[src/rtl/ifm_stream_reader_3x3_if.sv]
// ifm_stream_reader_3x3_if: control, memory-read and pixel-stream signals of the IFM reader
interface ifm_stream_reader_3x3_if #(parameter int ADDR_W = 16);
  logic start;
  logic [2:0] sel_in;
  logic [ADDR_W-1:0] base_addr;
  logic rd_en;
  logic [ADDR_W-1:0] rd_addr;
  logic [7:0] rd_data;
  logic [2:0] sel;
  logic [7:0] pix_out;
  logic pix_valid;
  logic win_valid;
  logic [7:0] win_row;
  logic [7:0] win_col;
  logic busy;
  logic done;
  logic err;
  modport master (
    input start, sel_in, base_addr, rd_data,
    output rd_en, rd_addr, sel, pix_out, pix_valid, win_valid, win_row, win_col, busy, done, err
  );
  modport slave (
    output start, sel_in, base_addr, rd_data,
    input rd_en, rd_addr, sel, pix_out, pix_valid, win_valid, win_row, win_col, busy, done, err
  );
endinterface

[src/rtl/ifm_stream_reader_3x3.sv]
// ifm_stream_reader_3x3: raster IFM reader feeding a 3x3 line buffer with window strobes
// IFM_ZERO_PAD_EN streams a (W+2)x(W+2) frame with a zero border
module ifm_stream_reader_3x3 #(
  parameter int ADDR_W = 16,
  parameter int W0 = 8,
  parameter int W1 = 14,
  parameter int W2 = 28,
  parameter int W3 = 56,
  parameter int W4 = 112,
  parameter int W5 = 224
) (
  input logic clk,
  input logic rst,
  ifm_stream_reader_3x3_if.master bus
);
  typedef enum logic [1:0] {IDLE, RUN, DRAIN, DONE} state_t;
  state_t state, state_nx;
  logic [2:0] sel_q;
  logic [ADDR_W-1:0] base, ofs;
  logic [7:0] r, c, wsz, len, r2, c2, r3, c3, pix_out, win_row, win_col;
  logic [1:0] dcnt;
  logic accept, last, border, rd_en, v2, b2, pix_valid, win_valid, err, win_hit;
  assign wsz = sel_q == 3'd0 ? 8'(W0) :
               sel_q == 3'd1 ? 8'(W1) :
               sel_q == 3'd2 ? 8'(W2) :
               sel_q == 3'd3 ? 8'(W3) :
               sel_q == 3'd4 ? 8'(W4) : 8'(W5);
`ifdef IFM_ZERO_PAD_EN
  assign len = wsz + 8'd2;
  assign border = r == 8'd0 || c == 8'd0 || r == len - 8'd1 || c == len - 8'd1;
`else
  assign len = wsz;
  assign border = 1'b0;
`endif
  assign accept = state == IDLE && bus.start && bus.sel_in <= 3'd5;
  assign last = r == len - 8'd1 && c == len - 8'd1;
  assign rd_en = state == RUN && !border;
  assign win_hit = pix_valid && r3 >= 8'd2 && c3 >= 8'd2;
  always_comb begin
    state_nx = state;
    case (state)
      IDLE: state_nx = accept ? RUN : IDLE;
      RUN: state_nx = last ? DRAIN : RUN;
      DRAIN: state_nx = dcnt == 2'd2 ? DONE : DRAIN;
      DONE: state_nx = IDLE;
      default: state_nx = IDLE;
    endcase
  end
  always_ff @(posedge clk) begin
    if (rst) begin
      state <= IDLE;
      sel_q <= '0;
      base <= '0;
      ofs <= '0;
      r <= '0;
      c <= '0;
      dcnt <= '0;
      v2 <= 1'b0;
      b2 <= 1'b0;
      r2 <= '0;
      c2 <= '0;
      r3 <= '0;
      c3 <= '0;
      pix_valid <= 1'b0;
      pix_out <= '0;
      win_valid <= 1'b0;
      win_row <= '0;
      win_col <= '0;
      err <= 1'b0;
    end else begin
      state <= state_nx;
      err <= state == IDLE && bus.start && bus.sel_in > 3'd5;
      if (accept) begin
        sel_q <= bus.sel_in;
        base <= bus.base_addr;
        ofs <= '0;
        r <= '0;
        c <= '0;
      end else if (state == RUN) begin
        c <= c == len - 8'd1 ? 8'd0 : c + 8'd1;
        r <= c == len - 8'd1 ? r + 8'd1 : r;
        ofs <= border ? ofs : ofs + ADDR_W'(1);
      end
      dcnt <= state == DRAIN ? dcnt + 2'd1 : 2'd0;
      // pipeline stage aligned with rd_data, then the registered pixel, then the window
      v2 <= state == RUN;
      b2 <= border;
      r2 <= r;
      c2 <= c;
      pix_valid <= v2;
      pix_out <= (v2 && !b2) ? bus.rd_data : 8'd0;
      r3 <= r2;
      c3 <= c2;
      win_valid <= win_hit;
      if (win_hit) begin
        win_row <= r3 - 8'd2;
        win_col <= c3 - 8'd2;
      end
    end
  end
  assign bus.rd_en = rd_en;
  assign bus.rd_addr = rd_en ? base + ofs : '0;
  assign bus.sel = sel_q;
  assign bus.pix_out = pix_out;
  assign bus.pix_valid = pix_valid;
  assign bus.win_valid = win_valid;
  assign bus.win_row = win_row;
  assign bus.win_col = win_col;
  assign bus.busy = state == RUN || state == DRAIN;
  assign bus.done = state == DONE;
  assign bus.err = err;
endmodule

[src/flat_wrapper.sv]
// flat-port wrapper written by rule: the top's interface ports become plain ports
module ifm_stream_reader_3x3_flat 
#(
  parameter int ADDR_W = 16,
  parameter int W0 = 8,
  parameter int W1 = 14,
  parameter int W2 = 28,
  parameter int W3 = 56,
  parameter int W4 = 112,
  parameter int W5 = 224
)
  (clk, rst, bus_start, bus_sel_in, bus_base_addr, bus_rd_data, bus_rd_en, bus_rd_addr, bus_sel, bus_pix_out, bus_pix_valid, bus_win_valid, bus_win_row, bus_win_col, bus_busy, bus_done, bus_err);
  ifm_stream_reader_3x3_if #(.ADDR_W(ADDR_W)) bus_i ();
  input logic clk;
  input logic rst;
  input wire logic [$bits(bus_i.start)-1:0] bus_start;
  input wire logic [$bits(bus_i.sel_in)-1:0] bus_sel_in;
  input wire logic [$bits(bus_i.base_addr)-1:0] bus_base_addr;
  input wire logic [$bits(bus_i.rd_data)-1:0] bus_rd_data;
  output wire logic [$bits(bus_i.rd_en)-1:0] bus_rd_en;
  output wire logic [$bits(bus_i.rd_addr)-1:0] bus_rd_addr;
  output wire logic [$bits(bus_i.sel)-1:0] bus_sel;
  output wire logic [$bits(bus_i.pix_out)-1:0] bus_pix_out;
  output wire logic [$bits(bus_i.pix_valid)-1:0] bus_pix_valid;
  output wire logic [$bits(bus_i.win_valid)-1:0] bus_win_valid;
  output wire logic [$bits(bus_i.win_row)-1:0] bus_win_row;
  output wire logic [$bits(bus_i.win_col)-1:0] bus_win_col;
  output wire logic [$bits(bus_i.busy)-1:0] bus_busy;
  output wire logic [$bits(bus_i.done)-1:0] bus_done;
  output wire logic [$bits(bus_i.err)-1:0] bus_err;
  assign bus_i.start = bus_start;
  assign bus_i.sel_in = bus_sel_in;
  assign bus_i.base_addr = bus_base_addr;
  assign bus_i.rd_data = bus_rd_data;
  assign bus_rd_en = bus_i.rd_en;
  assign bus_rd_addr = bus_i.rd_addr;
  assign bus_sel = bus_i.sel;
  assign bus_pix_out = bus_i.pix_out;
  assign bus_pix_valid = bus_i.pix_valid;
  assign bus_win_valid = bus_i.win_valid;
  assign bus_win_row = bus_i.win_row;
  assign bus_win_col = bus_i.win_col;
  assign bus_busy = bus_i.busy;
  assign bus_done = bus_i.done;
  assign bus_err = bus_i.err;
  ifm_stream_reader_3x3 #(.ADDR_W(ADDR_W), .W0(W0), .W1(W1), .W2(W2), .W3(W3), .W4(W4), .W5(W5)) u_core (.clk(clk), .rst(rst), .bus(bus_i));
endmodule
[config.mk]
export PLATFORM = sky130hd
export DESIGN_NAME = ifm_stream_reader_3x3_flat
export DESIGN_NICKNAME = d
export VERILOG_FILES = /design/src/rtl/ifm_stream_reader_3x3_if.sv /design/src/rtl/ifm_stream_reader_3x3.sv /design/src/flat_wrapper.sv
export SDC_FILE = /design/constraint.sdc
export NUM_CORES = 1
export LEC_CHECK = 0
export CORE_UTILIZATION = 54
export CTS_BUF_LIST = sky130_fd_sc_hd__clkbuf_16
export CTS_CLUSTER_SIZE = 20
export DETAILED_ROUTE_END_ITERATION = 8
export PLACE_DENSITY_LB_ADDON = 0.1
export SYNTH_ARGS = -nofsm -noshare
export SYNTH_HDL_FRONTEND = slang
export SYNTH_SLANG_ARGS = --single-unit
[constraint.sdc]
create_clock -name clk -period 3.6 [get_ports clk]
set_input_delay 0.36 -clock clk [delete_from_list [all_inputs] [get_ports clk]]
set_output_delay 0.36 -clock clk [all_outputs]
set_load 0.01 [all_outputs]
Word-level counts from Yosys, hierarchy flattened
Index checks and enable logic that the tools add are counted.
Widths: inputs -> output; s select.
{"block": "word_totals", "regBits": 115, "input_bits": 30, "output_inout_bits": 49, "wordCells": 66}
{"block": "classes", "add_sub_neg": 8, "n_lt_le_gt_ge": 4, "eq_ne": 10, "muxes": 11, "bitwise": 2, "reduce_logical": 13}
{"cell": "$mux 8", "count": 6}
{"cell": "$add 16x1->16 const B", "count": 1}
{"cell": "$add 16x16->16", "count": 1}
{"cell": "$add 8x1->8 const B", "count": 2}
{"cell": "$eq 8x8->1", "count": 2}
{"cell": "$ge 8x2->1 const B", "count": 2}
{"cell": "$mux 16", "count": 1}
{"cell": "$sub 8x2->8 const B", "count": 2}
{"cell": "$pmux 2 s4", "count": 1}
{"cell": "$sub 8x1->8 const B", "count": 1}
{"cell": "$eq 2x2->1 const B", "count": 3}
{"cell": "$eq 3x2->1 const B", "count": 2}
{"cell": "$logic_and 1x1->1", "count": 6}
{"cell": "$reduce_or 2->1", "count": 3}
{"cell": "$eq 3x1->1 const B", "count": 1}
{"cell": "$eq 3x3->1 const B", "count": 1}
{"cell": "$gt 3x3->1 const B", "count": 1}
{"cell": "$le 3x3->1 const B", "count": 1}
{"cell": "$logic_not 3->1", "count": 1}
{"cell": "$add 2x1->2 const B", "count": 1}
{"cell": "$eq 2x1->1 const B", "count": 1}
{"cell": "$logic_not 2->1", "count": 1}
{"cell": "$mux 1", "count": 2}
{"cell": "$mux 2", "count": 1}
{"cell": "3 further kinds", "count": 4}

Longest topological paths before layout
Gate-level depths: netlist of the first run.
{"block": "depth", "ltp_word": 11, "mapped_depth": 10, "ltp_nobuf": 9}

Worst setup path before layout of the first run
Ideal clock, no wire load.
{"block": "synth_timing", "kind": "reg-to-reg", "start": "register u_core.sel_q[1], in the netlist u_core.bus.sel[1]", "end": "register u_core.r[5]", "setup_ns": 0.131, "t_arrival_ns": 2.710, "required_time_ns": 3.469, "setup_slack_ns": 0.758, "stages_incl_launch_ff": 11, "path_buffers": 1, "period_less_slack_ns": 2.842, "path_cell_list": "dfxtp_1 -> and2b_1 -> o21bai_1 -> ha_1 -> xor2_1 -> nand3_1 -> or4_1 -> or3_4 -> buf_6 -> o311ai_2 -> o41ai_2"}
{"block": "synth_via", "elab_chain_cells": 9, "word_cells_on_any_way": 13, "cone_classes": "add/sub: 1; eq/ne: 5; mux: 5; reduce/logical: 2"}
{"element": "start, declared", "line": "ifm_stream_reader_3x3.sv:18", "text": "logic [2:0] sel_q;"}
{"element": "start signal, assigned", "line": "ifm_stream_reader_3x3.sv:74", "text": "sel_q <= bus.sel_in;"}
{"element": "$eq 3x3->1", "line": "ifm_stream_reader_3x3.sv:27", "text": "sel_q == 3'd4 ? 8'(W4) : 8'(W5);"}
{"element": "$mux 8", "line": "ifm_stream_reader_3x3.sv:27"}
{"element": "$mux 8", "line": "ifm_stream_reader_3x3.sv:26", "text": "sel_q == 3'd3 ? 8'(W3) :"}
{"element": "$mux 8", "line": "ifm_stream_reader_3x3.sv:25", "text": "sel_q == 3'd2 ? 8'(W2) :"}
{"element": "$mux 8", "line": "ifm_stream_reader_3x3.sv:24", "text": "sel_q == 3'd1 ? 8'(W1) :"}
{"element": "$mux 8 (*)", "line": "ifm_stream_reader_3x3.sv:23", "text": "assign wsz = sel_q == 3'd0 ? 8'(W0) :"}
{"element": "$sub 8x1->8 (*)", "line": "ifm_stream_reader_3x3.sv:81", "text": "r <= c == len - 8'd1 ? r + 8'd1 : r;"}
{"element": "$eq 8x8->1 (*)", "line": "ifm_stream_reader_3x3.sv:81"}
{"element": "$reduce_and 2->1 (no source line) (*)"}
{"element": "end signal, assigned", "line": "ifm_stream_reader_3x3.sv:81"}
{"element": "end, declared", "line": "ifm_stream_reader_3x3.sv:20", "text": "logic [7:0] r, c, wsz, len, r2, c2, r3, c3, pix_out, win_row, win_col;"}
Mark *: on every way between the ends. The rest lies on a longest branch, timed or not.
A chain may end at the register's enable or synchronous reset.

Worst setup path in the final report of the first run
{"block": "layout_timing", "start": "register u_core.ofs[6]", "end": "output bus_rd_addr[15]"}
{"block": "layout_via", "elab_chain_cells": 2}
{"element": "start, declared", "line": "ifm_stream_reader_3x3.sv:19", "text": "logic [ADDR_W-1:0] base, ofs;"}
{"element": "start signal, assigned", "line": "ifm_stream_reader_3x3.sv:82", "text": "ofs <= border ? ofs : ofs + ADDR_W'(1);"}
{"element": "$add 16x16->16", "line": "ifm_stream_reader_3x3.sv:102", "text": "assign bus.rd_addr = rd_en ? base + ofs : '0;"}
{"element": "$mux 16", "line": "ifm_stream_reader_3x3.sv:102"}
{"element": "end, declared", "line": "flat_wrapper.sv:21", "text": "output wire logic [$bits(bus_i.rd_addr)-1:0] bus_rd_addr;"}
No other way between the ends.

==> summary.txt, run 1 <==
Setup path
  – WS Path Type: flip-flop to output pin
  – CP arrival: 3010 ps
  – Startpoint types: flip-flop
  – CP required: 3240 ps
  – Worst Setup End Kind: output pin
  – CP max FO: 6

Logic synthesis
  – Mapped Area: 5220 sq um
  – Yosys cell types: 51
  – FFs w/ async S/R, synth: 0%
  – Post-synth top cells: dfxtp_1 (115), nor2_1 (67), nand2_1 (64)
  – Syn Nets: 646
  – Top-count cell post-synth: dfxtp_1
  – Synth warn: 0
  – Yosys top cell area share: 44.1%
  – Top post-synthesis cells by area: dfxtp_1 (44%), ha_1 (6.5%), nor2_1 (4.8%)
  – Cell taking the most area after synthesis: dfxtp_1
  – Avg Inst Size Synth: 8.87 sq um
  – Flops & latches, synth: 115
  – Main synth FF type: dfxtp_1
  – Register area share after synthesis: 44.1%
  – Syn Inst Count: 588
  – Number of flops mapped to enable cells by yosys: 0

Final layout
  – Area grow syn2layout: 28.8%
  – Post-Layout Cell Count: 810
  – Layout cells sized above 1: 7.93%
  – Final net count: 727
  – Post-route core utilization: 72.4%
  – Diode count: 0

Clocking
  – Post-CTS Setup Inserts: 0
  – Worst skew pair latency: 400 ps
  – CTS sink count: 115
  – Post-CTS Hold Fix Bufs: 0
  – TritonCTS Buffers: 17
  – CTS clk-pin slew, worst paths: 50 ps
  – Max Root-Sink Buffers: 2
  – CTS tree: built
  – H-tree level count: 4
  – Clock root cell: clkbuf_16

Timing
  – Final setup TNS: 0 ps
  – Worst-Margin Slew: 1020 ps
  – Peak Freq: 296 MHz
  – Crit share post-route: 93.7%
  – Slew Viols, Final: 0
  – Final setup violation count: 0
  – Final WS setup: 227 ps
  – Clk_skew: 7.71 ps
  – Slew HR: 32.1%
  – Fin crit period: 3370 ps
  – RSZ-0062 raised after global routing: no
  – WHS: 416 ps
  – Fin. Hold Viols: 0

Route
  – Routed Antenna Nets: 0
  – 1st-pass router iterations: 4
  – # DRC: 0
  – Vias: 4,337
  – DR iter-0 viols: 144
  – DR vias/cell: 5.35
  – Drt total wl: 11,100 um
  – Average wire per standard cell: 13.7 um

Floorplanning
  – Placeable core region: 9280 sq um
  – FP Rows: 35
  – Initial Utilization: 56.2%
  – Die width: 100 um
  – I/O pin count: 79
  – Die Y: 100 um
  – Die area: 10,100 sq um

Global route
  – Vias in the first global route: 4,015
  – Largest net degree at the start of global routing: 44
  – Tot GR Track Use: 23.0%
  – GRT Residual Overflow: 0
  – Initial antenna violation count: 0
  – First-pass GRT wire length: 18,200 um

Pwr
  – Peak supply drop: 328 uV
  – Power density cells: 466 nW/um^2
  – Leakage: 2.56 nW

Outcome
  – Outcome: complete, no violations

Place
  – Hpwl dp: 7560 um
  – Gpl congestion: 0.854
  – Placed cell count: 779
  – IO Port Bufs: 78
  – Dpl ws: 402 ps

Run
  – Max cap viols: 0

Min path
  – HP Class: flip-flop to flip-flop
area by class of cell:
type | count | area [sq um]
Multi-Input combinational cell | 434 | 2790
Fill cell | 728 | 2560
Sequential cell | 115 | 2300
Timing Repair Buffer | 85 | 828
Clock buffer | 17 | 425
Tap cell | 129 | 161
Clock inverter | 14 | 156
Inverter | 16 | 60.1
power breakdown:
group | internal [mW] | switching [mW] | leakage, nW
registers | 1.29 | 0.0184 | 0.929
clock network | 1.02 | 0.599 | 0.284
logic | 0.0931 | 0.109 | 1.35
worst max-delay path, cell delays in order (launching register included):
cell,delay (ps)
dfxtp_1,420
ha_1,330
a21o_1,220
a21o_1,170
a21oi_1,290
a211oi_2,140
a31oi_1,200
mux2_2,360
clkdlybuf4s50_1,480
metal layers:
metal  track usage (%)  up-vias  routed length, um
li1                  -     2203                  -
met3              6.48       12                625
met2              38.8      131               5320
met1              28.5     1991               5050
met4              6.80        0                104
met5                 0        -                  0
cells in the final DEF, fill, tap and decap left out, types with 21 or more instances in the layout:
master,count
nor2_1,67
a21oi_1,29
nand2_1,64
nor2b_1,33
o21ai_0,21
clkdlybuf4s50_1,77
ha_1,26
xnor2_1,25
dfxtp_1,115
xor2_1,22
sequential cells by signal, summed over array words and instances, names as in the netlist, named ones only:
signal	cells
u_core.bus.err	1
u_core.r	8
u_core.state	1
u_core.bus.win_col	8
u_core.base	16
u_core.r2	8
u_core.bus.win_valid	1
u_core.c	8
u_core.bus.pix_out	8
u_core.bus.win_row	8
u_core.bus.pix_valid	1
u_core.dcnt	2
u_core.c3	8
u_core.r3	8
u_core.v2	1
u_core.bus.sel	3
u_core.ofs	16
u_core.c2	8
cells by family (layout without fill, tap and decap cells):
group	count (synthesis)	count (layout)	synth area share [%]
AND/OR/NAND/NOR	244	244	23.1
flip-flops	115	115	44.1
AO/OA/AOI/OAI	109	109	13.8
XOR/XNOR	47	47	7.89
buffers and inverters	39	132	3.02
adder cells (fa/ha/maj)	28	28	6.86
multiplexers	6	6	1.18
through the flow:
stage / area [sq um] / total power, mW
2_1_floorplan: 5220 / 1.45
3_3_place_gp: 6110 / 1.53
3_5_place_dp: 6110 / 1.54
4_1_cts: 6700 / 3.16
5_1_grt: 6720 / 3.24
6_report: 6720 / 3.13
timing repair:
| item | 4_1_cts | 5_1_grt |
|---|---|---|
| endpoints found under the setup margin | 3 | 7 |
| endpoints found under the hold margin | 0 | 0 |
| resized for setup | 1 | 7 |
| pin swaps | 0 | 1 |
final timing paths:
check / start / end / slack [ps] / cells past startpoint
worst max-delay path: u_core.ofs[6] / bus_rd_addr[15] / 230 / 8
worst min-delay path: u_core.dcnt[0] / u_core.dcnt[0] / 420 / 1
worst max register to register: u_core.bus.sel[1] / u_core.r[6] / 540 / 9
worst min register to register: u_core.dcnt[0] / u_core.dcnt[0] / 420 / 1
Note: power is estimated with default switching activity, not from simulation.
==> run 2: changes to the inputs <==
Settings changed: CAP_MARGIN set to 25.
==> results of run 2 <==
The final DEF is identical to that of run 1; final timing and power are the same.
==> run 3: changes to the inputs <==
Settings changed: GPL_ROUTABILITY_DRIVEN set to 0.
==> results of run 3 <==
The final DEF is identical to that of run 1; final timing and power are the same.
==> RTL change 1: new RTL, config.mk and constraints of run 1 <==
Build with the macro `IFM_ZERO_PAD_EN` defined.
--- a/src/rtl/ifm_stream_reader_3x3.sv
+++ b/src/rtl/ifm_stream_reader_3x3.sv
@@ -1,5 +1,7 @@
 // ifm_stream_reader_3x3: raster IFM reader feeding a 3x3 line buffer with window strobes
 // IFM_ZERO_PAD_EN streams a (W+2)x(W+2) frame with a zero border
+`define IFM_ZERO_PAD_EN
+
 module ifm_stream_reader_3x3 #(
   parameter int ADDR_W = 16,
   parameter int W0 = 8,
Check against the original RTL: not equivalent (Yosys sat finds a counterexample within 4 cycles, from zero or initial values and one cycle with rst high).
==> RTL change 1 against run 1 <==
  * Combinational power is 13% higher
  * Critical endpoint is now bus_rd_addr[10]
  * Sequential share of layout area is 1.9 points lower
  * Routed wire length grew 24%
  * Power rose by 3.5%
  * Critical path type unchanged
  * Synthesized area rose by 9.1%
  * Worst setup slack worse by 0.071 ns
  * Sequential cell count grew 1
  * Final area grew 7.1%
  * Final cell count increased by 9.9%
  * Clock skew is 0.0010 ns higher
==> RTL change 1: results (changes against run 1) <==
stage,metric,value,unit,change
place,hpwl,9474,um,+25%
logic_synthesis,mappedNetlistNets,728,,+13%
final_layout,finalNetCount,800,,+10%
grt,grt_first_pass_wirelength,22790,um,+25%
final_layout,multi_input_comb_area,3151,sq um,+13%
final_layout,antenna-diode-count,0,,unchanged
logic_synthesis,synthTopCellsByArea,"dfxtp_1 (41%), ha_1 (6.2%), nand2_1 (4.7%)",,
cts,path_clk_slew,0.06,ns,
logic_synthesis,netlist_top_cells_count,"dfxtp_1 (116), nand2_1 (72), nor2_1 (72)",,
critical_path,r2r-end,u_core.ofs[1],,
hold_path,min_from,rst,,
final_layout,largest_registers,"u_core.base: 16 flops, u_core.ofs: 16 flops",,
logic_synthesis,synth_compound_area_share,15.93,%,+2.1 points
final_layout,drive_gt1_share,8.886,%,+0.96 points
logic_synthesis,yosysSeqAreaShare,40.78,%,-3.3 points
power_and_ir_drop,p_leak,2.803,nW,+9.3%
route,wl,13750,um,+24%
route,top_layer_used,met4,,
logic_synthesis,synth_cell_types,69,,+35%
cts,clockBufferDepth,2,,unchanged
grt,track_usage,26.03,%,+3.1 points
power_and_ir_drop,peakVddDrop,0.3008,mV,-8.3%
route,drt-met1-wl,6597,um,+31%
hold_path,hold-path-cell-count,3,,+2
logic_synthesis,synth.area.mux_share,1.934,%,+0.76 points
power_and_ir_drop,power.switching,0.8022,mW,+11%
hold_path,hold_end,u_core.r[6],,
grt,grtUsageMet3,6.301,%,-0.18 points
hold_path,hold_path_class,in -> reg,,
place,place_ws,0.2244,ns,-0.1774 ns
route,drt_iter0_drc,391,,+170%
critical_path,timing.rr.start,u_core.c[2],,
cts,insertion_delay,0.41,ns,
route,drt_pass1_iterations,5,,+1
sta,setup_ws,0.1564,ns,-0.07079 ns
place,placed_area,6559,sq um,+7.4%
route,route.met2.wl,6181,um,+16%
grt,grt_max_degree,79,,+80%
grt,grt_pass1_vias,4773,,+19%
final_layout,n_fill_cell,845,,+16%
sta,tightest_slew,0.9984,ns,-0.02083 ns
sta,holdWs,0.3409,ns,-0.07538 ns
place,placed_cells,856,,+9.9%
grt,use_met2,41.86,%,+3.0 points
critical_path,arrival,3.08,ns,+0.07 ns
final_layout,fin_cells,890,,+9.9%
critical_path,r2r_setup_slack,1.07,ns,+0.53 ns
critical_path,ff2ff_path_depth,6,,-3
outcome,status,completed,,
logic_synthesis,synthXorXnorAreaFrac,4.614,%,-3.3 points
grt,met1_usage,34.57,%,+6.0 points
logic_synthesis,avgSynthCellArea,8.512,sq um,-4.1%
logic_synthesis,synthAdderAreaFrac,6.504,%,-0.35 points
place,gp_congestion,0.8587,,+0.54%
cts,htree_levels,4,,unchanged
critical_path,critPathMaxStageDelay,0.54,ns,+0.06 ns
route,viasPerCell,5.666,,+5.8%
route,wl_met3,784,um,+25%
sta,skew,0.008724,ns,+0.001018 ns
-- RTL change 1: cell count changes after synthesis, moves of 7 or more --
cell / change
a21oi_1: +13
and3_1: +8
buf_2: +11
nand2_1: +8
nand3_1: +7
o21ai_0: -7
o31ai_1: +7
xnor2_1: -9
xor2_1: -8
-- RTL change 1: how the worst max path moves through the flow --
| stage | from | endpoint | cells after the start |
|---|---|---|---|
| after floorplan | u_core.ofs[0] | bus_rd_addr[14] | 8 |
| after global placement | u_core.ofs[0] | bus_rd_addr[14] | 9 |
| after detailed placement | u_core.ofs[0] | bus_rd_addr[14] | 9 |
| after CTS | u_core.bus.sel[0] | bus_rd_addr[4] | 8 |
| after global routing | u_core.ofs[0] | bus_rd_addr[10] | 10 |
| final | u_core.ofs[0] | bus_rd_addr[10] | 10 |
-- RTL change 1: timing repair --
item	in CTS	in global routing
resized for setup	3	10
setup buffers	2	0
pin swaps	2	0
endpoints found under the setup margin	3	15
-- RTL change 1: power groups by stage --
stage                     Clock (mW)  Sequential [mW]  Combinational [mW]
after global placement             0             1.35               0.219
after floorplan                    0             1.35               0.143
final                           1.69             1.33               0.228
after detailed placement           0             1.35               0.223
after CTS                       1.71             1.33               0.226
after global routing            1.78             1.33               0.250
-- RTL change 1: worst max-delay path, delay by kind of cell, from the launching register on --
kind	cells	cell delay, ns
AOI/OAI and AO/OA	4	0.79
adders and majority gates	2	0.69
buffers and inverters	2	0.67
DFF	1	0.37
and+or+nand+nor	1	0.09
xor gates and xnor gates	1	0.05
-- RTL change 1: area by class of cell --
class                      instances  area share (%)
inverter                          23           1.233
tap                              136           2.363
multi-input combinational        493           43.75
clock buffer                      17           5.907
timing repair buffer              90           12.06
sequential                       116           32.33
clock inverter                    15           2.363
==> RTL change 2: new RTL, flow settings as in run 1 <==
Without the edit above. Encoding of `state_t`: now one-hot (4 bits for 4 states).
--- a/src/rtl/ifm_stream_reader_3x3.sv
+++ b/src/rtl/ifm_stream_reader_3x3.sv
@@ -13,7 +13,7 @@
   input logic rst,
   ifm_stream_reader_3x3_if.master bus
 );
-  typedef enum logic [1:0] {IDLE, RUN, DRAIN, DONE} state_t;
+  typedef enum logic [3:0] {IDLE = 4'b0001, RUN = 4'b0010, DRAIN = 4'b0100, DONE = 4'b1000} state_t;
   state_t state, state_nx;
   logic [2:0] sel_q;
   logic [ADDR_W-1:0] base, ofs;
Behaviour: no difference found for any inputs over 10 cycles, from zero or initial values and one cycle with rst high; not proved beyond that.
==> RTL change 2 against run 1 <==
  * Clock skew increased by 0.00082 ns
  * Power up 1.3%
  * Worst setup slack lost 0.0063 ns
  * Sequential cell count increased by 2
  * Critical path depth is 1 higher
  * Routed wire length is 4.1% lower
  * Synthesized area rose by 0.60%
  * Final area fell by 0.22%
==> RTL change 2: results (changes against run 1) <==
stage,metric,value,unit,change
critical_path,arrival,3.02,ns,about the same
logic_synthesis,yosysSeqAreaShare,44.62,%,+0.50 points
final_layout,drive_gt1_share,7.018,%,-0.91 points
outcome,status,completed,,
grt,track_usage,22.85,%,-0.12 points
critical_path,worstPathMaxFanout,5,,-1
route,drt_pass1_iterations,5,,+1
power_and_ir_drop,p_leak,2.597,nW,+1.3%
logic_synthesis,synth_seq_cells,117,,+1.7%
route,wire_per_inst,13.08,um,-4.5%
final_layout,multi_input_cells,439,,+1.2%
logic_synthesis,synth_cell_types,59,,+16%
power_and_ir_drop,peakVddDrop,0.2670,mV,-19%
final_layout,buffers_excl_clock,82,,-3.5%
final_layout,n_fill_cell,702,,-3.6%
grt,grt_max_degree,73,,+66%
floorplan,die_w,100.6,um,+0.29%
place,gp_congestion,0.8674,,+1.6%
place,placed_area,6105,sq um,about the same
power_and_ir_drop,sequentialPowerShare,41.9,%,about the same
critical_path,r2r_setup_slack,0.84,ns,+0.30 ns
logic_synthesis,avgSynthCellArea,8.836,sq um,-0.42%
sta,maxSlewHeadroom,33.72,%,+1.7 points
logic_synthesis,synthTopCellsByArea,"dfxtp_1 (45%), nor2_1 (5.4%), ha_1 (5.2%)",,
critical_path,worstSetupEndpoint,bus_rd_addr[14],,
critical_path,r2r-end,u_core.c[6],,
final_layout,seq_share,34.92,%,+0.67 points
grt,grt_first_pass_wirelength,18370,um,+1.0%
sta,skew,0.008529,ns,+0.0008231 ns
final_layout,multi_input_comb_area,2753,sq um,-1.3%
place,placed_cells,781,,+0.26%
## RTL change 2: cell types whose count changed in the layout (fill, tap and decap cells not counted), moves of 4 or more
cell | before | now
or4_1 | 6 | 1
and3_1 | 2 | 10
a21oi_1 | 29 | 37
nor2_1 | 67 | 76
inv_6 | 3 | 7
clkinv_4 | 6 | 1
o211ai_1 | 6 | 1
o21ai_0 | 21 | 14
ha_1 | 26 | 22
## RTL change 2: kinds of logic after synthesis
logic type | share of synthesized area, %
XOR/XNOR | 8.510
AO/OA/AOI/OAI | 12.85
multiplexers | 0.7628
adder cells (fa/ha/maj) | 5.626
flip-flops | 44.62
buffers and inverters | 3.123
AND/OR/NAND/NOR | 24.51
## RTL change 2: layer usage
metal  global-route usage [%]  share of wire [%]  vias to the layer above
met5                        0                  0                        -
met4                    8.584               0.80                        0
met3                    5.062                4.4                        9
met2                    38.30                 48                      133
met1                    28.78                 47                     1977
li1                         -                  -                     2188
## RTL change 2: worst max-delay path, cell delays in order (launching register included)
cell             delay, ns
dfxtp_1               0.36
ha_1                  0.25
fa_1                  0.42
a21oi_2               0.16
o21ai_1               0.14
and4b_1               0.22
o21ai_0               0.24
nand3_1               0.11
a21oi_1               0.16
clkdlybuf4s50_1       0.56
## RTL change 2: how the worst min path moves through the flow
stage / end / cells after the start / startpoint / slack [ns]
floorplan: u_core.dcnt[0] / 1 / u_core.dcnt[0] / 0.39
global placement: u_core.dcnt[0] / 1 / u_core.dcnt[0] / 0.40
detailed placement: u_core.dcnt[0] / 1 / u_core.dcnt[0] / 0.41
CTS: u_core.bus.sel[2] / 3 / rst / 0.32
global route: u_core.bus.sel[2] / 3 / rst / 0.33
finish: u_core.bus.sel[2] / 3 / rst / 0.31
